[config.mk]
export PLATFORM = sky130hd
export DESIGN_NAME = sockit_spi_slv
export DESIGN_NICKNAME = d
export VERILOG_FILES = /design/src/rtl/sockit_spi_pkg.sv /design/src/rtl/sockit_spi_syn.sv /design/src/rtl/sockit_spi_slv.sv
export SDC_FILE = /design/constraint.sdc
export NUM_CORES = 1
export LEC_CHECK = 0
export ABC_AREA = 0
export BUFFER_PORTS_ARGS = -buffer_cell sky130_fd_sc_hd__buf_2
export CAP_MARGIN = 20
export CORE_MARGIN = 3
export CORE_UTILIZATION = 50
export DETAILED_ROUTE_END_ITERATION = 7
export PLACE_DENSITY = 0.72
export SETUP_SLACK_MARGIN = 0.4
export SLEW_MARGIN = 20
export SYNTH_ARGS = -nofsm -noshare
export SYNTH_HDL_FRONTEND = slang
export SYNTH_SLANG_ARGS = --single-unit
export TNS_END_PERCENT = 30
[constraint.sdc]
create_clock -name clk -period 2.4 [get_ports clk]
set_input_delay 0.12 -clock clk [delete_from_list [all_inputs] [get_ports clk]]
set_output_delay 0.12 -clock clk [all_outputs]
set_load 0.01 [all_outputs]
[src/rtl/sockit_spi_pkg.sv]
// sockit_spi_pkg
// Shared types for the sockit SPI blocks.
//   slv_state_t : SPI slave transfer state (IDLE between frames, SHIFT while
//                 slave select is asserted).
//   SYN_STAGES  : depth of the pin synchronizers in the slave.
package sockit_spi_pkg;

    typedef enum logic {
        IDLE  = 1'b0,
        SHIFT = 1'b1
    } slv_state_t;

    localparam int SYN_STAGES = 2;

endpackage

[src/rtl/sockit_spi_syn.sv]
// sockit_spi_syn
// N-stage flip-flop synchronizer for a single asynchronous input.
//   clk : destination clock
//   rst : asynchronous reset, active-low; all stages load RST_VAL
//   d   : asynchronous input
//   q   : synchronized output (STAGES clk cycles of latency)
module sockit_spi_syn #(
    parameter int   STAGES  = 2,
    parameter logic RST_VAL = 1'b0
) (
    input  logic clk,
    input  logic rst,
    input  logic d,
    output logic q
);

    logic [STAGES-1:0] sync;

    always_ff @(posedge clk or negedge rst) begin
        if (!rst) begin
            sync <= {STAGES{RST_VAL}};
        end else begin
            sync <= {sync[STAGES-2:0], d};
        end
    end

    assign q = sync[STAGES-1];

endmodule

[src/rtl/sockit_spi_slv.sv]
// sockit_spi_slv
// Oversampled single-wire SPI slave, MSB first, mode fixed by CPOL/CPHA.
//   clk, rst                : system clock, asynchronous active-low reset
//   spi_sclk/ss_n/mosi      : SPI pins from the master (asynchronous)
//   spi_miso, spi_miso_oe   : slave data out and its pad enable
//   txd_*                   : transmit word stream (txd_tready is a pulse)
//   rxd_*                   : received word stream
//   sts_act                 : slave select seen asserted (transfer active)
//   sts_udf/ovf/abt         : underflow / overflow / abort pulses
module sockit_spi_slv
    import sockit_spi_pkg::*;
#(
    parameter int             SDW  = 8,
    parameter logic           CPOL = 1'b0,
    parameter logic           CPHA = 1'b0,
    parameter logic [SDW-1:0] UDF  = {SDW{1'b1}}
) (
    input  logic           clk,
    input  logic           rst,
    input  logic           spi_sclk,
    input  logic           spi_ss_n,
    input  logic           spi_mosi,
    output logic           spi_miso,
    output logic           spi_miso_oe,
    input  logic [SDW-1:0] txd_tdata,
    input  logic           txd_tvalid,
    output logic           txd_tready,
    output logic [SDW-1:0] rxd_tdata,
    output logic           rxd_tvalid,
    input  logic           rxd_tready,
    output logic           sts_act,
    output logic           sts_udf,
    output logic           sts_ovf,
    output logic           sts_abt
);

    localparam int           CW   = (SDW > 2) ? $clog2(SDW) : 1;
    localparam logic [CW-1:0] LAST = CW'(SDW - 1);

    logic sclk_s, ss_n_s, mosi_s;

    sockit_spi_syn #(.STAGES(SYN_STAGES), .RST_VAL(CPOL)) u_syn_sclk (
        .clk(clk), .rst(rst), .d(spi_sclk), .q(sclk_s));
    sockit_spi_syn #(.STAGES(SYN_STAGES), .RST_VAL(1'b1)) u_syn_ss_n (
        .clk(clk), .rst(rst), .d(spi_ss_n), .q(ss_n_s));
    sockit_spi_syn #(.STAGES(SYN_STAGES), .RST_VAL(1'b0)) u_syn_mosi (
        .clk(clk), .rst(rst), .d(spi_mosi), .q(mosi_s));

    // Edge-detect stage: registered pulses, with mosi delayed to stay aligned.
    logic sclk_d, ss_n_d;
    logic lead_p1, trail_p1, ss_fall_p1, ss_rise_p1, mosi_p1;

    always_ff @(posedge clk or negedge rst) begin
        if (!rst) begin
            sclk_d     <= CPOL;
            ss_n_d     <= 1'b1;
            lead_p1    <= 1'b0;
            trail_p1   <= 1'b0;
            ss_fall_p1 <= 1'b0;
            ss_rise_p1 <= 1'b0;
            mosi_p1    <= 1'b0;
        end else begin
            sclk_d     <= sclk_s;
            ss_n_d     <= ss_n_s;
            lead_p1    <= (sclk_d == CPOL) && (sclk_s != CPOL);
            trail_p1   <= (sclk_d != CPOL) && (sclk_s == CPOL);
            ss_fall_p1 <= ss_n_d && !ss_n_s;
            ss_rise_p1 <= !ss_n_d && ss_n_s;
            mosi_p1    <= mosi_s;
        end
    end

    // Action stage.
    slv_state_t     state;
    logic [CW-1:0]  cnt;
    logic [SDW-1:0] rx_sr, tx_sr, ld_word;
    logic           smp_p1, shf_p1, smp_en, do_load, do_shift, word_done;

    assign smp_p1 = CPHA ? trail_p1 : lead_p1;
    assign shf_p1 = CPHA ? lead_p1  : trail_p1;

    // SS rising has priority over any clock edge detected in the same cycle.
    assign smp_en    = (state == SHIFT) && !ss_rise_p1 && smp_p1;
    assign word_done = smp_en && (cnt == LAST);
    assign do_shift  = (state == SHIFT) && !ss_rise_p1 && shf_p1 && (cnt != '0);
    // CPHA=0 must present the first bit before the first edge, so it loads on entry.
    assign do_load   = ((state == IDLE) && ss_fall_p1 && !CPHA) ||
                       ((state == SHIFT) && !ss_rise_p1 && shf_p1 && (cnt == '0));
    assign ld_word   = txd_tvalid ? txd_tdata : UDF;

    // Shift registers carry data only and need no reset.
    always_ff @(posedge clk) begin
        if (smp_en) begin
            rx_sr <= {rx_sr[SDW-2:0], mosi_p1};
        end
        if (do_load) begin
            tx_sr <= ld_word;
        end else if (do_shift) begin
            tx_sr <= tx_sr << 1;
        end
    end

    always_ff @(posedge clk or negedge rst) begin
        if (!rst) begin
            state       <= IDLE;
            cnt         <= '0;
            spi_miso    <= 1'b0;
            spi_miso_oe <= 1'b0;
            txd_tready  <= 1'b0;
            rxd_tdata   <= '0;
            rxd_tvalid  <= 1'b0;
            sts_udf     <= 1'b0;
            sts_ovf     <= 1'b0;
            sts_abt     <= 1'b0;
        end else begin
            txd_tready <= 1'b0;
            sts_udf    <= 1'b0;
            sts_ovf    <= 1'b0;
            sts_abt    <= 1'b0;

            // MISO is updated together with tx_sr so the pad sees the new bit
            // in the same cycle the shift register changes.
            if (do_load) begin
                spi_miso   <= ld_word[SDW-1];
                txd_tready <= txd_tvalid;
                sts_udf    <= !txd_tvalid;
            end else if (do_shift) begin
                spi_miso <= tx_sr[SDW-2];
            end

            if (word_done) begin
                rxd_tdata  <= {rx_sr[SDW-2:0], mosi_p1};
                rxd_tvalid <= 1'b1;
                sts_ovf    <= rxd_tvalid && !rxd_tready;
            end else if (rxd_tvalid && rxd_tready) begin
                rxd_tvalid <= 1'b0;
            end

            case (state)
                IDLE: begin
                    if (ss_fall_p1) begin
                        state       <= SHIFT;
                        cnt         <= '0;
                        spi_miso_oe <= 1'b1;
                    end
                end
                SHIFT: begin
                    if (ss_rise_p1) begin
                        state       <= IDLE;
                        cnt         <= '0;
                        spi_miso_oe <= 1'b0;
                        spi_miso    <= 1'b0;
                        sts_abt     <= (cnt != '0);
                    end else if (smp_p1) begin
                        cnt <= (cnt == LAST) ? '0 : cnt + CW'(1);
                    end
                end
                default: state <= IDLE;
            endcase
        end
    end

    assign sts_act = (state == SHIFT);

endmodule

==> results.tsv <==
metric	value	unit
clkPwrFrac	32.5	%
power	1.61	mW
antenna_found_initial	0	
setup_ws	728	ps
worst_pin_slew	697	ps
synth_area	1830	µm²
yosys.area.top_type	dfrtp_1	
cts_tree	built	
max_freq	598	MHz
worstReg2RegStart	cnt[1]	
status	finished, final reports clean	
hp-class	input pin to register	
synthArstFlopShare	69.6	%
ios	31	
drv_cap	0	
totalWireLength	2740	µm
drt_iter0_drc	43	
grt_overflow	0	
required	2440	ps
dieArea	4430	µm²
cts_root_buffer	clkbuf_8	
hold-worst-slack	83.3	ps
fp.dieW	66.5	µm
synthCells	115	
slew_violations	0	
static-leakage-power	1.06	nW
clk_latency	290	ps
utilization	63.2	%
skew	3.05	ps
fp.coreArea	3440	µm²
vias_per_cell	4.86	
finalSetupTns	0	ps
cts_sinks	46	
startpoint_type	register	
cp-startpoint	cnt[1]	
powerDensity	742	nW/µm²
first_pass_iters	4	
p_int	1.25	mW
synth_edf_count	14	
first_global_vias	1065	
rsz0062_at_grt	no	
criticalPathCategory	register to register	
areaGrowthSynthToFinish	18.7	%
timing.rr.end	tx_sr[2]	
avgSynthCellArea	15.9	µm²
rows	21	
nets	172	
reg2reg_setup_slack	730	ps
place_congestion	0.759	
ys_warn_count	0	
crit_path_end_kind	register	
drive_above_1_share	40.6	%
dp.final_hpwl	1920	µm
seqPwrFrac	55.9	%
synth-main-ff-cell	dfrtp_1	
diodes	0	
grt_start_max_net_pins	33	
critical_path.max_fanout	9	
post-place-ws	726	ps
setup_viol	0	
avgRoutedWirePerCell	13.6	µm
netSwitchingFraction	22.4	%
min_period	1670	ps
cts_buffers	5	
worstSetupEndpoint	tx_sr[2]	
yosys-top-cells-area	dfrtp_1, edfxtp_1, mux2_4	
relSlewSlack	53.5	%
htreeDepth	2	
track_usage	14.7	%
fin_crit_sh	69.7	%
p_switching	0.362	mW
n_fill_cell	270	
reg2reg_depth	5	
seq_area_frac_synth	66.9	%
cp_data_arrival_time	1710	ps
vdd_drop_max	0.477	mV
die_y	66.5	µm
grt_first_pass_wirelength	4770	µm
synth_top_cell_area_share	39.6	%
finalHoldViolations	0	
ys_seq_elements	46	
clk_pin_slew	80	ps
power.share.combinational	11.6	%
synth_nets	133	
synth_cell_types	28	
drtAntennaViolNets	0	
drc	0	
portBuffers	30	
vias	977	
initial_core_util	53.2	%
clockBufferDepth	2	
## layer usage
| metal | share of wire [%] | global-route usage [%] | wire length [µm] | up-vias |
|---|---|---|---|---|
| li1 | - | - | - | 467 |
| met1 | 46 | 18.4 | 1250 | 484 |
| met2 | 49 | 23.8 | 1340 | 21 |
| met3 | 3.5 | 4.05 | 96 | 5 |
| met4 | 1.8 | 6.09 | 50 | 0 |
| met5 | 0 | 0 | 0 | - |
## registers in the layout, summed over array words and instances (netlist names), 2 cells and up
signal and cells:
tx_sr 7, rxd_tdata 8, cnt 3, rx_sr 7
u_syn_mosi.sync 2, u_syn_ss_n.sync 2, u_syn_sclk.sync 2
## cells in the mapped netlist, types with 2 or more instances
cell type  number
mux2i_1         3
nor2_1          5
nand2_1         5
mux2_4         14
dfrtp_1        29
nand2b_1       10
o22ai_1         2
o21ai_0         2
nor2b_1         5
ha_1            3
inv_1           5
dfstp_2         3
edfxtp_1       14
## critical path: stages, from the launching register on
cell	delay (ps)
dfrtp_1	420
inv_1	70
ha_1	150
nand2b_2	100
o21ai_4	350
mux2_4	330
## cells by family (layout without fill, tap and decap cells)
logic type	Yosys count	after routing	share of synthesized area [%]
AND/OR/NAND/NOR	33	33	12.0
flip-flops	46	46	66.9
adder cells (fa/ha/maj)	3	3	2.05
multiplexers	17	17	13.1
buffers and inverters	7	47	1.84
AO/OA/AOI/OAI	9	9	4.10
## how the worst min path moves through the flow
stage,start,slack (ps),to,cells after the start
after detailed placement,rst,200,txd_tready,1
after global routing,rxd_tready,90,sts_ovf,3
after floorplan,rst,-180,cnt[0],0
after global placement,rst,190,txd_tready,1
after CTS,rxd_tready,80,sts_ovf,3
final,rxd_tready,80,sts_ovf,3
## cell type report
type                    count  area, µm²  area share [%]
well taps                  46       57.6            2.65
multi-input cells          62        573            26.4
clock buffers               8        110            5.06
inverters                   5       18.8           0.863
repair buffers             34        190            8.75
flip-flops and latches     46       1220            56.3
## placed cells by master (no fill, tap or decap), types with 2 or more instances in the layout
cell type,Yosys,layout
mux2i_1,3,3
o21ai_0,2,2
nor2_1,5,5
clkbuf_8,0,8
nand2_1,5,5
dfrtp_1,29,29
nand2b_1,10,10
dlygate4sd3_1,0,4
edfxtp_1,14,14
inv_1,5,5
mux2_4,14,14
dfstp_2,3,3
o22ai_1,2,2
ha_1,3,3
buf_2,0,30
nor2b_1,5,5
## metrics by stage
step	cells	instance area (µm²)
after floorplan	115	1830
after global placement	189	2020
after detailed placement	189	2020
after CTS	201	2170
after global routing	201	2170
final	201	2170
## power by group through the flow
stage          Sequential (mW)  Clock (mW)  Combinational, mW
3_3_place_gp             0.915           0              0.176
5_1_grt                  0.910       0.576              0.208
3_5_place_dp             0.918           0              0.185
2_1_floorplan            0.912           0              0.133
4_1_cts                  0.903       0.542              0.191
6_report                 0.902       0.525              0.187
## repair_timing
| item | 4_1_cts | 5_1_grt |
|---|---|---|
| endpoints found under the setup margin | 0 | 0 |
| resized for setup | 0 | 0 |
| buffers inserted | 0 | 0 |
| hold buffers | 4 | 0 |
| endpoints found under the hold margin | 32 | 0 |
No activity file was read; power rests on OpenSTA's default activity.
